## src/rtl/flit_uart_tx_serializer.sv

```systemverilog
// Frames one flit as comma + MSB-first data bytes into a byte UART, gated by link credits.
// Latency: comma start one edge after accept when the UART is idle; flit_ready low while framing or out of credits.
module flit_uart_tx_serializer #(
  parameter int         FLIT_WIDTH  = 32,
  parameter int         MAX_CREDITS = 8,
  parameter logic [7:0] COMMA_BYTE  = 8'hBC,
  localparam int        NUM_BYTES   = (FLIT_WIDTH + 7) / 8,
  localparam int        CW          = $clog2(MAX_CREDITS + 1)
) (
  input  logic                  clk,
  input  logic                  rst,
  input  logic [FLIT_WIDTH-1:0] flit_in,
  input  logic                  flit_valid,
  output logic                  flit_ready,
  input  logic                  credit_return,
  output logic [7:0]            uart_data,
  output logic                  uart_comma_sel,
  output logic                  uart_start,
  input  logic                  uart_busy,
  input  logic                  uart_done,
  output logic [CW-1:0]         credits,
  output logic                  credit_err,
  output logic                  tx_active
);

  localparam int             SW       = NUM_BYTES * 8;
  localparam int             IW       = (NUM_BYTES > 1) ? $clog2(NUM_BYTES) : 1;
  localparam logic [CW-1:0]  CRED_MAX = CW'(MAX_CREDITS);
  localparam logic [IW-1:0]  LAST_IDX = IW'(NUM_BYTES - 1);

  typedef enum logic [2:0] {IDLE, COMMA, WAIT_C, DATA, WAIT_D} state_t;

  state_t         state;
  logic [SW-1:0]  sreg;
  logic [IW-1:0]  byte_idx;
  logic           accept;

  assign flit_ready = !rst && (state == IDLE) && (credits != '0);
  assign accept     = flit_valid && flit_ready;
  assign tx_active  = (state != IDLE);

  always_ff @(posedge clk) begin
    if (rst) begin
      state          <= IDLE;
      credits        <= CRED_MAX;
      credit_err     <= 1'b0;
      uart_start     <= 1'b0;
      uart_data      <= '0;
      uart_comma_sel <= 1'b0;
      byte_idx       <= '0;
      sreg           <= '0;
    end else begin
      uart_start <= 1'b0;

      // An accept and a return in the same cycle cancel; a return at full is a remote protocol error.
      case ({accept, credit_return})
        2'b10:   credits <= credits - CW'(1);
        2'b01: begin
          if (credits == CRED_MAX) credit_err <= 1'b1;
          else                     credits    <= credits + CW'(1);
        end
        default: ;
      endcase

      case (state)
        IDLE: begin
          if (accept) begin
            sreg  <= SW'(flit_in);
            state <= COMMA;
          end
        end
        COMMA: begin
          if (!uart_busy) begin
            uart_start     <= 1'b1;
            uart_data      <= COMMA_BYTE;
            uart_comma_sel <= 1'b1;
            state          <= WAIT_C;
          end
        end
        WAIT_C: begin
          if (uart_done) begin
            byte_idx <= '0;
            state    <= DATA;
          end
        end
        DATA: begin
          // Top byte of the shift register is always the next one on the wire.
          if (!uart_busy) begin
            uart_start     <= 1'b1;
            uart_data      <= sreg[SW-1 -: 8];
            uart_comma_sel <= 1'b0;
            sreg           <= sreg << 8;
            state          <= WAIT_D;
          end
        end
        WAIT_D: begin
          if (uart_done) begin
            if (byte_idx == LAST_IDX) begin
              state <= IDLE;
            end else begin
              byte_idx <= byte_idx + IW'(1);
              state    <= DATA;
            end
          end
        end
        default: state <= IDLE;
      endcase
    end
  end

endmodule

```

## config.mk

```make
export PLATFORM = sky130hd
export DESIGN_NAME = flit_uart_tx_serializer
export DESIGN_NICKNAME = d
export VERILOG_FILES = /design/src/rtl/flit_uart_tx_serializer.sv
export SDC_FILE = /design/constraint.sdc
export NUM_CORES = 1
export LEC_CHECK = 0
export ABC_AREA = 1
export CAP_MARGIN = 20
export CELL_PAD_IN_SITES_DETAIL_PLACEMENT = 0
export CELL_PAD_IN_SITES_GLOBAL_PLACEMENT = 1
export CORE_MARGIN = 1.5
export CORE_UTILIZATION = 38
export DETAILED_ROUTE_END_ITERATION = 10
export HOLD_SLACK_MARGIN = 0.15
export PLACE_DENSITY_LB_ADDON = 0.1
export SETUP_SLACK_MARGIN = 0.3
export SYNTH_ARGS = -nofsm -noshare
export SYNTH_HDL_FRONTEND = slang
export SYNTH_SLANG_ARGS = --single-unit
```

## constraint.sdc

```tcl
create_clock -name clk -period 5.47 [get_ports clk]
set_input_delay 1.094 -clock clk [delete_from_list [all_inputs] [get_ports clk]]
set_output_delay 1.094 -clock clk [all_outputs]
set_load 0.05 [all_outputs]
```

==> metrics <==
Setup WS pre-CTS=1650 ps; Synthesis Warnings=0; netlist area before placement=0.00244 mm2; Critical Path AT=2710 ps; post-synthesis mux area share=4.15%; main combinational cell family by area after synthesis=simple AND/OR/NAND/NOR gates; post-layout min period=3810 ps; final worst slack=1660 ps; slew margin rel.=57.7%; Mapped Nets=374; Slowest cell on crit path=clkdlybuf4s50_1; FF+latch area=0.00104 mm2; run status=finished clean; Via density=4.83; initial antenna violation count=0; Die ar.=0.00691 mm2; vias in the first global route=2135; Clock Sinks=52; GRT Max-Usage Layer=met2; Remaining DRCs=0; Slew Limit Fails=0; share of the synthesized area in the top cell type=42.7%; H-tree depth=2; leading area contributor after synthesis=dfxtp_1; power per cell area=439 mW/mm2; drt wl/cell=11.9 um; CTS Buf Count=5; skew final=8.81 ps; Fill cells=650; met1 track utilization from global routing=20.9%; Final setup viols=0; CP max stage delay=390 ps; HP Start=sreg[18]; fraction of layout cells with a size suffix above 1=8.42%; post-synthesis xor/xnor area fraction=0.359%; DRT iter0 DRCs=66; Worst-Margin Slew=634 ps; Antenna Cells=0; Max Freq=263 MHz; Die X=83.1 um; Post-CTS Hold Buffers=0; CP most frequent cell=buf_4; most common cell after layout, fill and taps aside=nand2_1; register bit total from synthesis=52; Final Instance Area=0.00314 mm2; TritonCTS clock tree=built; crit path launch=rst; total grt overflow=0; Max Root-Sink Buffers=2; Final Hold Vio Count=0; CTS Root Cell=clkbuf_8; register area share after synthesis=42.7%; # Max-Cap Violations=0; RR Endpoint=credits[3]; cells along the critical path=clkdlybuf4s50_1 -> buf_4 -> inv_1 -> buf_4 -> nand3_1 -> nor2_1 -> buf_4 -> buf_4; ranking of synthesized cells by area=dfxtp_1, nand2_1, nor2_1, nand3_1, o21ai_0; final WL=5.46 mm; # rows=29; Layout Nets=422; post-synthesis adder-cell area fraction=2.36%; Hold Path End=sreg[18]; initial core utilization=38.9%; IO Pins=55; Critical R2R Launch=state[1]; startpoint types=input pin; reg2reg path depth=12; RSZ-0062 raised after global routing=false; Area after DPL=0.00301 mm2; hpwl dp=3.80 mm; Core ar.=0.00628 mm2; Reg clk slew, reported paths=80 ps; first-pass GRT wire length=9.60 mm; vias=2207; I/O Buffers=54; Clk Latency, worst-skew pair=300 ps; post_cts resized=0; DIE HEIGHT=83.1 um; gr usage total=16.8%; ANT nets after route=0; post-synthesis compound-gate area fraction=14.8%; Crit Path Max Fanout=35; total power draw=1.38 mW; R2R Setup Slk=3180 ps; worst hold slack=453 ps; GRT met2 Usage=29.3%; post-CTS setup buffers=0; element type at the critical path end=output port; Placer Congestion=0.778; Synth Area in Simple Gates=27.2%; sum of negative setup slack=0 ps; leak pwr=1.38 nW; Crit path required time=4380 ps; area of the multi-input gates=0.00119 mm2; Crit Path Category=in2out; syn_area_per_cell=7.35 um2; Hold Crit Class=reg2reg; Global Route met3 Usage=3.98%; 1st-pass router iterations=4; largest net degree at the start of global routing=41; Synth Instances=332; Max VDD drop=0.000237 V; Hold Crit Depth=2; most frequent cells in the layout=nand2_1, clkdlybuf4s50_1, dfxtp_1; synth unique cells=28; Final Cycle Share=69.6%; area delta synth->final=28.7%
critical path, delay by kind of cell:
| kind | cells | cell delay (ps) |
|---|---|---|
| and+or+nand+nor | 2 | 230 |
| buffers and inverters | 6 | 1370 |
kinds of logic after synthesis:
family / after synthesis
xor gates and xnor gates: 1
DFF: 52
muxes: 9
buffers and inverters: 48
and+or+nand+nor: 151
adders and majority gates: 4
AOI/OAI and AO/OA: 67
cell usage after synthesis, drive strengths merged:
cell / instances
nand3b: 1
clkbuf: 7
nand2: 64
inv: 32
o211a: 2
ha: 3
mux2: 9
fa: 1
o21ai: 37
nand4: 3
o21a: 1
xnor2: 1
a21oi: 25
dfxtp: 52
buf: 9
nor2: 53
nand3: 30
o221a: 2
cell type report:
class                      instances  share of cell area, %
multi-input combinational        232                   38.0
inverter                          32                   3.83
sequential                        52                   33.2
timing repair buffer              57                   17.9
clock buffer                       5                   2.19
clock inverter                     2                   1.91
tap                               77                   3.07
worst max path at each step:
stage,end,slack (ps),depth (start not counted)
after floorplan,flit_ready,2460,5
after global placement,flit_ready,1660,8
after detailed placement,flit_ready,1650,8
after CTS,flit_ready,1640,8
after global routing,flit_ready,1490,8
final,flit_ready,1660,8
metrics by stage:
stage	utilization, %	cells
3_3_place_gp	48.0	450
3_5_place_dp	48.0	450
2_1_floorplan	-	332
5_1_grt	50.0	457
4_1_cts	50.0	457
6_report	50.0	457
registers in the layout, indices dropped and copies added (netlist names):
register	count
sreg	32
uart_data	8
credits	4
state	3
byte_idx	2
credit_err	1
uart_comma_sel	1
uart_start	1
where the power goes:
part / internal (mW) / switching (mW)
clock network: 0.180 / 0.123
logic: 0.200 / 0.345
registers: 0.469 / 0.0603
total: 0.849 / 0.528
layer usage:
layer | vias to the layer above | wire [um]
li1 | 1178 | -
met1 | 979 | 2580
met2 | 45 | 2580
met3 | 5 | 249
met4 | 0 | 55
met5 | - | 0
Note: power is estimated with default switching activity, not from simulation.
